--- config.mk ---
export PLATFORM = sky130hd
export DESIGN_NAME = relay_link_arbiter
export DESIGN_NICKNAME = d
export VERILOG_FILES = /design/src/rtl/relay_link_arbiter_pkg.sv /design/src/rtl/relay_link_arbiter_bit_tick.sv /design/src/rtl/relay_link_arbiter.sv
export SDC_FILE = /design/constraint.sdc
export NUM_CORES = 1
export LEC_CHECK = 0
export CORE_MARGIN = 8
export CORE_UTILIZATION = 47
export DETAILED_ROUTE_END_ITERATION = 6
export PLACE_DENSITY = 0.74
export SYNTH_ARGS = -nofsm -noshare
export SYNTH_HDL_FRONTEND = slang
export SYNTH_HIERARCHICAL = 1
export SYNTH_SLANG_ARGS = --single-unit
--- constraint.sdc ---
create_clock -name clk -period 2.2 [get_ports clk]
set_input_delay 0.44 -clock clk [delete_from_list [all_inputs] [get_ports clk]]
set_output_delay 0.44 -clock clk [all_outputs]
set_load 0.01 [all_outputs]
--- src/rtl/relay_link_arbiter_pkg.sv ---
// Shared definitions for the relay link: hi_simulate mode codes, link_state
// encodings and the listen/modulate mod_type pair for each relay mode.
package relay_link_arbiter_pkg;

  localparam logic [2:0] MODE_SNIFFER     = 3'b000;
  localparam logic [2:0] MODE_FAKE_READER = 3'b101;
  localparam logic [2:0] MODE_FAKE_TAG    = 3'b110;

  localparam logic [2:0] READER_LISTEN = 3'b011;
  localparam logic [2:0] READER_MOD    = 3'b100;
  localparam logic [2:0] TAG_LISTEN    = 3'b001;
  localparam logic [2:0] TAG_MOD       = 3'b010;

  typedef enum logic [1:0] {
    LINK_IDLE  = 2'b00,
    LINK_RX    = 2'b01,
    LINK_TX    = 2'b10,
    LINK_GUARD = 2'b11
  } link_state_t;

  function automatic logic mode_enabled(input logic [2:0] mode);
    return (mode == MODE_FAKE_READER) || (mode == MODE_FAKE_TAG);
  endfunction

  function automatic logic [2:0] listen_code(input logic [2:0] mode);
    case (mode)
      MODE_FAKE_READER: return READER_LISTEN;
      MODE_FAKE_TAG:    return TAG_LISTEN;
      default:          return 3'b000;
    endcase
  endfunction

  function automatic logic [2:0] mod_code(input logic [2:0] mode);
    case (mode)
      MODE_FAKE_READER: return READER_MOD;
      MODE_FAKE_TAG:    return TAG_MOD;
      default:          return 3'b000;
    endcase
  endfunction

endpackage

--- src/rtl/relay_link_arbiter_bit_tick.sv ---
// Free-running relay bit divider: one-cycle tick every BIT_DIV clocks, first
// tick BIT_DIV-1 cycles after reset. Only reset restarts it.
module relay_link_arbiter_bit_tick #(
  parameter int BIT_DIV = 16
) (
  input  logic clk,
  input  logic reset,
  output logic tick
);

  localparam int DW = (BIT_DIV > 2) ? $clog2(BIT_DIV) : 1;
  localparam logic [DW-1:0] DIV_LAST = DW'(BIT_DIV - 1);

  logic [DW-1:0] div;

  // BIT_DIV is a power of two, so the natural wrap closes the period
  always_ff @(posedge clk) begin
    if (reset) div <= '0;
    else       div <= div + 1'b1;
  end

  assign tick = (div == DIV_LAST);

endmodule

--- src/rtl/relay_link_arbiter.sv ---
// Half-duplex owner of the relay wire: chooses remote replay (RX) or local
// forwarding (TX), with idle guard, turnaround dead time and frame timeouts.
module relay_link_arbiter
  import relay_link_arbiter_pkg::*;
#(
  parameter int BIT_DIV            = 16,
  parameter int GUARD_BITS         = 8,
  parameter int TURNAROUND_BITS    = 4,
  parameter int FRAME_TIMEOUT_BITS = 1024
) (
  input  logic       clk,
  input  logic       reset,
  input  logic [2:0] hi_simulate_mod_type,
  input  logic       rx_sof,
  input  logic       rx_eof,
  input  logic       local_activity,
  output logic [2:0] mod_type,
  output logic       tx_enable,
  output logic [1:0] link_state,
  output logic       timeout_err,
  output logic       collision_err,
  output logic [7:0] frame_count
);

  localparam int CW = $clog2(FRAME_TIMEOUT_BITS) + 1;
  localparam logic [CW-1:0] TIMEOUT_LAST = CW'(FRAME_TIMEOUT_BITS - 1);
  localparam logic [CW-1:0] GUARD_LAST   = CW'(GUARD_BITS - 1);
  localparam logic [CW-1:0] TURN_LAST    = CW'(TURNAROUND_BITS - 1);

  function automatic logic [CW-1:0] sat_inc(input logic [CW-1:0] v);
    return (&v) ? v : v + 1'b1;
  endfunction

  link_state_t   state, state_nxt;
  logic [2:0]    mode_prev;
  logic [CW-1:0] tick_cnt, idle_cnt;
  logic          fresh;
  logic          tick, tick_cnt_en;
  logic          mode_change, enabled;
  logic          frame_done, timeout_hit, collision;

  relay_link_arbiter_bit_tick #(.BIT_DIV(BIT_DIV)) u_bit_tick (
    .clk   (clk),
    .reset (reset),
    .tick  (tick)
  );

  assign mode_change = (hi_simulate_mod_type != mode_prev);
  assign enabled     = mode_enabled(hi_simulate_mod_type);
  // a tick landing in the first cycle of a state does not count toward it
  assign tick_cnt_en = tick && !fresh;

  always_comb begin
    state_nxt   = state;
    frame_done  = 1'b0;
    timeout_hit = 1'b0;
    collision   = 1'b0;
    if (mode_change || !enabled) begin
      state_nxt = LINK_IDLE;
    end else begin
      case (state)
        LINK_IDLE: begin
          if (rx_sof)              state_nxt = LINK_RX;
          else if (local_activity) state_nxt = LINK_TX;
        end
        LINK_RX: begin
          if (rx_eof) begin
            state_nxt  = LINK_GUARD;
            frame_done = 1'b1;
          end else if (tick_cnt_en && tick_cnt == TIMEOUT_LAST) begin
            state_nxt   = LINK_GUARD;
            timeout_hit = 1'b1;
          end
        end
        LINK_TX: begin
          collision = rx_sof;
          if (tick_cnt_en && tick_cnt == TIMEOUT_LAST) begin
            state_nxt   = LINK_GUARD;
            timeout_hit = 1'b1;
          end else if (tick_cnt_en && !local_activity && idle_cnt == GUARD_LAST) begin
            state_nxt = LINK_GUARD;
          end
        end
        LINK_GUARD: begin
          if (rx_sof)                                      state_nxt = LINK_RX;
          else if (tick_cnt_en && tick_cnt == TURN_LAST)   state_nxt = LINK_IDLE;
        end
        default: state_nxt = LINK_IDLE;
      endcase
    end
  end

  always_ff @(posedge clk) begin
    mode_prev <= hi_simulate_mod_type;
    if (reset) begin
      state         <= LINK_IDLE;
      tick_cnt      <= '0;
      idle_cnt      <= '0;
      fresh         <= 1'b1;
      mod_type      <= 3'b000;
      tx_enable     <= 1'b0;
      timeout_err   <= 1'b0;
      collision_err <= 1'b0;
      frame_count   <= 8'd0;
    end else begin
      state     <= state_nxt;
      mod_type  <= (state_nxt == LINK_RX) ? mod_code(hi_simulate_mod_type)
                                          : listen_code(hi_simulate_mod_type);
      tx_enable <= (state_nxt == LINK_TX);
      if ((state_nxt != state) || mode_change) begin
        tick_cnt <= '0;
        idle_cnt <= '0;
        fresh    <= 1'b1;
      end else begin
        fresh <= 1'b0;
        if (tick_cnt_en) begin
          tick_cnt <= sat_inc(tick_cnt);
          idle_cnt <= local_activity ? '0 : sat_inc(idle_cnt);
        end
      end
      if (mode_change) begin
        frame_count   <= 8'd0;
        timeout_err   <= 1'b0;
        collision_err <= 1'b0;
      end else begin
        if (frame_done)  frame_count   <= frame_count + 1'b1;
        if (timeout_hit) timeout_err   <= 1'b1;
        if (collision)   collision_err <= 1'b1;
      end
    end
  end

  assign link_state = state;

endmodule

==> reports/qor.yml <==
run_status:
  outcome: "finished, final reports clean"
yosys:
  netlist.area_leader.share_pct: 39.57
  syn_avg_cell_area_sq_um: 8.651
  synthArstFlopShare_pct: 0
  synth_nets: 285
  synthTopCellsByCount: "nor2_1 (47), dfxtp_1 (46), nand2_1 (15)"
  synth.most_common_cell: "nor2_1"
  netlist_area_sq_um: 2327
  synthTopCellsByArea: "dfxtp_1 (40%), nor2_1 (7.6%), xnor2_1 (4.5%), ha_1 (4.3%), xor2_1 (3.8%)"
  yosysSeqAreaShare_pct: 39.57
  synth_cell_type_count: 52
  synth_area_leader_cell: "dfxtp_1"
  ys_warn_count: 6
  synth_edf_count: 0
  synth_flop_cell: "dfxtp_1"
  netlist_instances: 269
  synth-seq-cells: 46
layout:
  fin_util_pct: 66.26
  design_area_sq_um: 3151
  stdcell_count: 397
  antenna_cells: 0
  syn2layout_area_growth_pct: 35.38
  drive_gt1_share_pct: 24.55
  nets: 345
global_routing:
  overflow: 0
  grt_pass1_wl_mm: 9.170
  grt_pass1_vias: 2147
  grt_max_degree: 16
  track_usage_pct: 14.63
  antenna_found_initial: 0
setup_path:
  endpoint_kind: "flip-flop"
  crit_fanout: 5
  arrival_ns: 2.42
  crit_type: "flip-flop to flip-flop"
  crit_path_start_kind: "flip-flop"
  critPathRequiredTime_ns: 2.44
timing:
  worst_slew_pin_slew_ns: 0.3926
  setup_viol: 0
  rsz0062_at_grt: "yes"
  relSlewSlack_pct: 73.67
  drv_slew: 0
  finClkSkew_ns: 0.005927
  fmax_mhz: 457.9
  layout_min_cycle_time_ns: 2.184
  fin_ws_ns: 0.01588
  final-hold-violation-count: 0
  period_share_pct: 99.28
place:
  gp_congestion: 0.8907
  dp_hpwl_mm: 3.890
  placed_cell_area_sq_um: 2864
  placed_cells: 388
  portBuffers: 23
  place_ws_ns: -0.3638
power_and_ir_drop:
  switching_share_pct: 22.01
  p_sw_uw: 348.7
  clockPowerShare_pct: 40.0
  powerDensity_nw_per_um2: 502.8
  internal_power_uw: 1235
  pwr-share-seq_pct: 53.7
  power.total_uw: 1584
  p_comb_share_pct: 6.4
  vdd_drop_max_uv: 296.6
  p_leak_uw: 0.001094
clock_network:
  post_cts.repair.setup_buffers: 0
  cts.hold.buffers_added: 0
  cts_sinks: 46
  clock_path_buffers: 2
  cts_max_level: 2
  cts_tree: "yes"
  insertion_delay_ns: 0.30
  path_clk_slew_ns: 0.09
  numCtsBuffers: 5
  cts_root_buf: "clkbuf_8"
drt:
  post_drt_wl_per_cell_um: 13.54
  drc_errors: 0
  first_pass_iters: 4
  dr_total_vias: 2156
  viasPerCell: 5.431
  wl_mm: 5.377
  ant_nets: 0
  first_iter_violations: 89
die:
  chipWidth_um: 86.37
  die_h_um: 86.37
  ioPinCount: 24
  rows: 25
  core_sq_um: 4755
  initial_core_util_pct: 48.95
  die-area_sq_um: 7459
run:
  max-cap-violations: 0
hold_path:
  hold_class: "input pin to flip-flop"
cells in the final DEF (no fill, tap or decap), drive strengths merged, types with 2 or more instances in the layout:
cell type,n
clkdlybuf4s50,21
ha,8
nand2b,2
nor2,47
a211o,2
nor4,3
xnor2,12
nor3,2
nand4b,2
clkinvlp,2
xor2,10
mux2i,2
and2,5
nand4,7
and4,2
or4,2
a21oi,12
or3,2
a31oi,4
a22oi,4
nor2b,8
nand3,12
o2111ai,2
o21a,2
clkbuf,5
nand3b,3
inv,7
dlygate4sd2,2
buf,37
a31o,2
nor4bb,2
a211oi,2
dfxtp,46
o21ai,12
nand2,15
and3,8
layer usage:
layer / up-vias / share of wire, % / GRT usage (%)
li1: 1083 / - / -
met1: 1027 / 47 / 18.10
met2: 40 / 48 / 24.38
met3: 6 / 4.3 / 3.497
met4: 0 / 0.61 / 4.382
met5: - / 0 / 0
final cells by class:
type	count	area, sq um
repair buffers	60	520.5
inverters	7	26.28
clock buffers	5	68.82
fillers	409	1604
multi-input cells	209	1483
clock inverters	3	45.04
well taps	67	83.83
flip-flops and latches	46	923.4
through the flow:
stage                     hold slack (ns)  TNS, ns
after global placement             0.4670   -7.939
after floorplan                    0.4150        0
after CTS                          0.4593        0
final                              0.4569        0
after detailed placement           0.4689   -9.452
after global routing               0.4738   -2.849
critical path, cell delays in order (launching register included):
cell and delay, ns:
dfxtp_2 0.36, ha_4 0.13, and3_4 0.19, buf_6 0.10, nor2b_4 0.13, nand4_1 0.13, a211o_1 0.32, a311oi_2 0.28
nand4_4 0.19, buf_4 0.19, nor2_1 0.09
power groups by stage:
stage	clock network [uW]	logic [uW]	registers, uW
6_report	633	101	850
5_1_grt	673	112	851
4_1_cts	641	97.2	850
3_5_place_dp	0	92.3	867
3_3_place_gp	0	90.8	867
2_1_floorplan	0	41.6	867
state kept, by name, indices dropped and copies added (netlist names):
register / flops
collision_err: 1
frame_count: 8
fresh: 1
idle_cnt: 11
link_state: 2
mod_type: 3
mode_prev: 3
tick_cnt: 11
timeout_err: 1
tx_enable: 1
u_bit_tick/div: 4
kinds of logic (layout without fill, tap and decap cells):
kind of cell,after synthesis,after routing,share of synthesized area [%]
compound gates,51,51,15.11
xor+xnor,22,22,8.279
fa+ha+maj,8,8,4.301
buf+inv,14,75,3.279
flops,46,46,39.57
mux,3,3,1.505
simple gates,125,125,27.96
worst paths after layout:
| kind | cells after the start | start | end | slack (ns) |
|---|---|---|---|---|
| min reg2reg | 2 | timeout_err | timeout_err | 0.49 |
| max | 10 | u_bit_tick/div[0] | idle_cnt[8] | 0.02 |
| max reg2reg | 10 | u_bit_tick/div[0] | idle_cnt[8] | 0.02 |
| min | 1 | hi_simulate_mod_type[0] | mode_prev[0] | 0.46 |
repair_timing:
item | 4_1_cts | 5_1_grt
setup endpoints to repair | 26 | 25
resized for setup | 22 | 21
pin swaps | 8 | 11
gates cloned | 1 | 0
No activity file was read; power rests on OpenSTA's default activity.
